## src/rtl/lab1_gate_sequencer_if.sv

```systemverilog
// Stimulus/response bundle between the gate sequencer (master) and the Lab1 gate block (slave).
interface lab1_gate_sequencer_if;
    logic seq_a;
    logic seq_b;
    logic seq_c;
    logic L1_andOut;
    logic L1_orOut;
    logic L1_nandOut;
    logic L1_norOut;
    logic L1_notOut_a;

    modport master (
        output seq_a, seq_b, seq_c,
        input  L1_andOut, L1_orOut, L1_nandOut, L1_norOut, L1_notOut_a
    );

    modport slave (
        input  seq_a, seq_b, seq_c,
        output L1_andOut, L1_orOut, L1_nandOut, L1_norOut, L1_notOut_a
    );
endinterface

```

## src/rtl/lab1_gate_sequencer.sv

```systemverilog
// Clocked sweep of the 3-bit gate input space: holds each vector, checks the five
// gate outputs on the last hold cycle and accumulates error statistics.
module lab1_gate_sequencer #(
    parameter int unsigned HOLD_CYCLES = 20,
    parameter int unsigned CNT_W       = 8
) (
    input  logic                  clk,
    input  logic                  reset,
    input  logic                  start,
    lab1_gate_sequencer_if.master gate,
    output logic                  busy,
    output logic                  done,
    output logic                  pass,
    output logic [2:0]            vector_idx,
    output logic [3:0]            err_count,
    output logic [2:0]            first_fail_idx,
    output logic [4:0]            fail_mask
);

    localparam logic [CNT_W-1:0] LAST_CNT = CNT_W'(HOLD_CYCLES - 1);
    localparam logic [2:0]       LAST_VEC = 3'd7;

    typedef enum logic [1:0] {
        IDLE  = 2'd0,
        DRIVE = 2'd1,
        DONE  = 2'd2
    } state_t;

    state_t           state;
    state_t           state_next;
    logic [CNT_W-1:0] hold_cnt;

    logic             clear_c;
    logic             check_c;
    logic             last_c;
    logic [4:0]       expected_c;
    logic [4:0]       observed_c;
    logic [4:0]       mismatch_c;
    logic [3:0]       err_next_c;

    assign gate.seq_a = vector_idx[2];
    assign gate.seq_b = vector_idx[1];
    assign gate.seq_c = vector_idx[0];

    // Reference gate values and per-output mismatch, bit order {not_a, nor, nand, or, and}
    always_comb begin
        expected_c = {~vector_idx[2], ~(|vector_idx), ~(&vector_idx), |vector_idx, &vector_idx};
        observed_c = {gate.L1_notOut_a, gate.L1_norOut, gate.L1_nandOut,
                      gate.L1_orOut, gate.L1_andOut};
        mismatch_c = observed_c ^ expected_c;
        err_next_c = err_count + 4'(|mismatch_c);
    end

    always_ff @(posedge clk) begin
        if (reset) begin
            state <= IDLE;
        end else begin
            state <= state_next;
        end
    end

    always_comb begin
        state_next = state;
        case (state)
            IDLE, DONE: if (start) state_next = DRIVE;
            DRIVE:      if (last_c) state_next = DONE;
            default:    state_next = IDLE;
        endcase
    end

    // Control strobes for the datapath registers
    always_comb begin
        clear_c = 1'b0;
        check_c = 1'b0;
        last_c  = 1'b0;
        case (state)
            IDLE, DONE: clear_c = start;
            DRIVE: begin
                check_c = (hold_cnt == LAST_CNT);
                last_c  = check_c && (vector_idx == LAST_VEC);
            end
            default: ;
        endcase
    end

    always_ff @(posedge clk) begin
        if (reset) begin
            hold_cnt       <= '0;
            vector_idx     <= '0;
            err_count      <= '0;
            first_fail_idx <= '0;
            fail_mask      <= '0;
            busy           <= 1'b0;
            done           <= 1'b0;
            pass           <= 1'b0;
        end else if (clear_c) begin
            hold_cnt       <= '0;
            vector_idx     <= '0;
            err_count      <= '0;
            first_fail_idx <= '0;
            fail_mask      <= '0;
            busy           <= 1'b1;
            done           <= 1'b0;
            pass           <= 1'b0;
        end else if (check_c) begin
            if (|mismatch_c) begin
                err_count <= err_next_c;
                fail_mask <= fail_mask | mismatch_c;
                if (err_count == 4'd0) begin
                    first_fail_idx <= vector_idx;
                end
            end
            if (last_c) begin
                busy <= 1'b0;
                done <= 1'b1;
                pass <= (err_next_c == 4'd0);
            end else begin
                vector_idx <= vector_idx + 3'd1;
                hold_cnt   <= '0;
            end
        end else if (state == DRIVE) begin
            hold_cnt <= hold_cnt + CNT_W'(1);
        end
    end

endmodule
```

## src/flat_wrapper.sv

```systemverilog
// flat-port wrapper written by rule: the top's interface ports become plain ports
module lab1_gate_sequencer_flat 
#(
    parameter int unsigned HOLD_CYCLES = 20,
    parameter int unsigned CNT_W       = 8
)
  (clk, reset, start, busy, done, pass, vector_idx, err_count, first_fail_idx, fail_mask, gate_seq_a, gate_seq_b, gate_seq_c, gate_L1_andOut, gate_L1_orOut, gate_L1_nandOut, gate_L1_norOut, gate_L1_notOut_a);
  lab1_gate_sequencer_if gate_i ();
  input  logic clk;
  input  logic reset;
  input  logic start;
  output logic busy;
  output logic done;
  output logic pass;
  output logic [2:0] vector_idx;
  output logic [3:0] err_count;
  output logic [2:0] first_fail_idx;
  output logic [4:0] fail_mask;
  output wire logic [$bits(gate_i.seq_a)-1:0] gate_seq_a;
  output wire logic [$bits(gate_i.seq_b)-1:0] gate_seq_b;
  output wire logic [$bits(gate_i.seq_c)-1:0] gate_seq_c;
  input wire logic [$bits(gate_i.L1_andOut)-1:0] gate_L1_andOut;
  input wire logic [$bits(gate_i.L1_orOut)-1:0] gate_L1_orOut;
  input wire logic [$bits(gate_i.L1_nandOut)-1:0] gate_L1_nandOut;
  input wire logic [$bits(gate_i.L1_norOut)-1:0] gate_L1_norOut;
  input wire logic [$bits(gate_i.L1_notOut_a)-1:0] gate_L1_notOut_a;
  assign gate_seq_a = gate_i.seq_a;
  assign gate_seq_b = gate_i.seq_b;
  assign gate_seq_c = gate_i.seq_c;
  assign gate_i.L1_andOut = gate_L1_andOut;
  assign gate_i.L1_orOut = gate_L1_orOut;
  assign gate_i.L1_nandOut = gate_L1_nandOut;
  assign gate_i.L1_norOut = gate_L1_norOut;
  assign gate_i.L1_notOut_a = gate_L1_notOut_a;
  lab1_gate_sequencer #(.HOLD_CYCLES(HOLD_CYCLES), .CNT_W(CNT_W)) u_core (.clk(clk), .reset(reset), .start(start), .gate(gate_i), .busy(busy), .done(done), .pass(pass), .vector_idx(vector_idx), .err_count(err_count), .first_fail_idx(first_fail_idx), .fail_mask(fail_mask));
endmodule
```

## config.mk

```make
export PLATFORM = sky130hd
export DESIGN_NAME = lab1_gate_sequencer_flat
export DESIGN_NICKNAME = d
export VERILOG_FILES = /design/src/rtl/lab1_gate_sequencer_if.sv /design/src/rtl/lab1_gate_sequencer.sv /design/src/flat_wrapper.sv
export SDC_FILE = /design/constraint.sdc
export NUM_CORES = 1
export LEC_CHECK = 0
export CAP_MARGIN = 20
export CORE_ASPECT_RATIO = 0.8
export CORE_UTILIZATION = 50
export CTS_CLUSTER_SIZE = 12
export DETAILED_ROUTE_END_ITERATION = 7
export PLACE_DENSITY = 0.89
export SLEW_MARGIN = 0
export SYNTH_ARGS = -nofsm -noshare
export SYNTH_HDL_FRONTEND = slang
export SYNTH_SLANG_ARGS = --single-unit
```

## constraint.sdc

```tcl
create_clock -name clk -period 3.1 [get_ports clk]
set_input_delay 0.93 -clock clk [delete_from_list [all_inputs] [get_ports clk]]
set_output_delay 0.93 -clock clk [all_outputs]
set_load 0.02 [all_outputs]
```

==> reports/metrics.yaml <==
status: "finished, final reports clean"
htree_levels: 1
fmax_mhz: 330
drtPass1Iterations: 4
synth.top_cell.area_share_pct: 40.5
io_buffers: 28
placementRows: 16
fp.dieH_um: 49.1
cts.path.max_buffers: 2
ys_seq_area_share_pct: 40.5
setup_viol: 0
antenna_left: 0
dp_hpwl_mm: 2.26
fin_crit_sh_pct: 97.7
drv_slew: 0
nets: 216
gp_congestion: 0.858
synth.largest_area_cell: "dfxtp_1"
cts-root-buf: "clkbuf_4"
tightest_slew_ns: 0.628
crit_fanout: 3
syn_nets: 180
io_pins: 29
p_int_uw: 460
cp.arrival_ns: 3.31
antenna_found_initial: 0
grt_usage_pct: 22.8
drtIter0Drc: 86
finalHoldViolations: 0
peakVddDrop_mv: 0.251
clkTransAtPathRegs_ns: 0.15
grt_pass1_vias: 1227
finalWorstSetupSlack_ns: 0.0715
setup.worst_path.start: "gate_L1_notOut_a"
crit-reg2reg-launch: "u_core.vector_idx[0]"
cts_made_buffers: 3
worstSetupPathType: "primary input to register"
layout_common_cells: "28 x clkdlybuf4s50_1, 28 x dfxtp_1, 25 x nor2_1"
syn-cell-area_mm2: 0.00138
finalCriticalPeriod_ns: 3.03
synth-edff-count: 0
switching_power_uw: 139
start_util_pct: 54.4
power.density_mw_per_mm2: 331
synth_area_leaders: "dfxtp_1 41%, a21oi_1 7.6%, nor2_1 6.8%"
clock-sinks: 28
area_growth_pct: 30.8
routed-via-count: 1282
clkPwrFrac_pct: 30.0
fin_skew_ns: 0.0109
worstSetupEndpoint: "u_core.pass"
worst_r2r_path_depth: 13
grt_pass1_wl_mm: 5.07
rrSetupSlack_ns: 0.30
insertion_delay_ns: 0.34
yosys_most_used_dff: "dfxtp_1"
totalWireLength_mm: 3.20
drc: 0
cts_tree: "built"
cellLeakagePower_nw: 0.657
worst_r2r_endpoint: "u_core.pass"
synthCells: 166
syn_area_per_cell_um2: 8.34
avgRoutedWirePerCell_um: 13.5
async_reset_ff_share_pct: 0
n_fill_cell: 197
synth_seq_cells: 28
grt-ovfl-total: 0
avgViaCountPerCell: 5.41
relSlewSlack_pct: 58.1
die-area_mm2: 0.00298
yosysUniqueCellTypes: 37
diodes: 0
grt_max_degree: 16
pre_cts_ws_ns: -0.297
fp.dieW_um: 60.8
endpoint_kind: "register"
drv_cap: 0
swShare_pct: 23.2
drive_above_1_share_pct: 12.9
pwr-share-comb_pct: 8.9
p_seq_share_pct: 61.0
cp.required_ns: 3.38
hold_ws_ns: 0.481
startpoint_type: "primary input"
ys_warn_count: 0
hp-class: "register to register"
core_mm2: 0.00254
routing by layer:
metal,vias to the layer above,GRT usage [%],wire [um]
li1,652,-,-
met1,589,25.5,1400
met2,32,39.9,1610
met3,9,6.37,113
met4,0,8.71,74
met5,-,0,0
cell usage after synthesis, drive strengths merged (3+ instances only):
library cell and instances:
xnor2 4, nand2 11, buf 5, xor2 4
nor3 3, a21oi 21, nand2b 7, nand3 8
nor2b 4, inv 3, o21ai 9, dfxtp 28
nor2 25, ha 6, clkbuf 3
worst min path at each step:
stage	startpoint	end	slack, ns	depth (start not counted)
after global placement	u_core.pass	u_core.pass	0.45	2
after detailed placement	u_core.pass	u_core.pass	0.45	2
after CTS	u_core.pass	u_core.pass	0.47	2
after floorplan	u_core.hold_cnt[7]	u_core.hold_cnt[7]	0.48	2
final	u_core.pass	u_core.pass	0.48	2
after global routing	u_core.pass	u_core.pass	0.51	2
cells by family (layout without fill, tap and decap cells):
kind of cell	after synthesis	in the layout	share of synthesized area, %
fa+ha+maj	6	6	5.42
compound gates	38	38	15.4
buf+inv	11	46	3.98
simple gates	73	73	28.2
mux	2	2	1.45
xor+xnor	8	8	5.06
flops	28	28	40.5
critical path: stages:
cell	delay, ns
clkdlybuf4s50_1	0.50
nand2b_4	0.14
a21oi_1	0.06
o221a_2	0.27
inv_2	0.09
ha_4	0.14
ha_2	0.19
and2_1	0.15
a21oi_1	0.07
o22a_1	0.19
or4_1	0.44
a21oi_2	0.13
area by class of cell:
| cell class | instances | area [um^2] | share of cell area (%) |
|---|---|---|---|
| multi-input combinational | 127 | 795 | 43.9 |
| sequential | 28 | 561 | 31.0 |
| inverter | 3 | 11.3 | 0.622 |
| clock buffer | 4 | 36.3 | 2.00 |
| tap | 36 | 45.0 | 2.49 |
| timing repair buffer | 39 | 363 | 20.0 |
power groups by stage:
stage | logic (mW) | clock network, mW | registers [mW]
final | 0.0535 | 0.180 | 0.366
after global routing | 0.0588 | 0.200 | 0.366
after CTS | 0.0523 | 0.183 | 0.366
after detailed placement | 0.0520 | 0 | 0.373
after global placement | 0.0503 | 0 | 0.373
after floorplan | 0.0262 | 0 | 0.374
state kept, by name (all words and copies together), names as in the netlist:
| name | cells |
|---|---|
| u_core.state | 2 |
| u_core.pass | 1 |
| u_core.vector_idx | 3 |
| u_core.busy | 1 |
| u_core.fail_mask | 5 |
| u_core.hold_cnt | 8 |
| u_core.err_count | 4 |
| u_core.done | 1 |
| u_core.first_fail_idx | 3 |
through the flow:
| step | setup TNS, ns | instances | cell area (um^2) | total power [mW] | util, % |
|---|---|---|---|---|---|
| 2_1_floorplan | 0 | 166 | 1380 | 0.401 | - |
| 3_3_place_gp | -0.164 | 233 | 1750 | 0.424 | 68.8 |
| 3_5_place_dp | -0.297 | 233 | 1750 | 0.426 | 68.8 |
| 4_1_cts | 0 | 237 | 1780 | 0.601 | 70.2 |
| 5_1_grt | -0.0776 | 237 | 1810 | 0.626 | 71.2 |
| 6_report | 0 | 237 | 1810 | 0.599 | 71.2 |
repair_timing:
action                                  CTS  global route
hold buffers                              0             0
resized for setup                         0             6
endpoints found under the setup margin    0             1
setup buffers                             0             0
(Power assumes the default switching activity.)
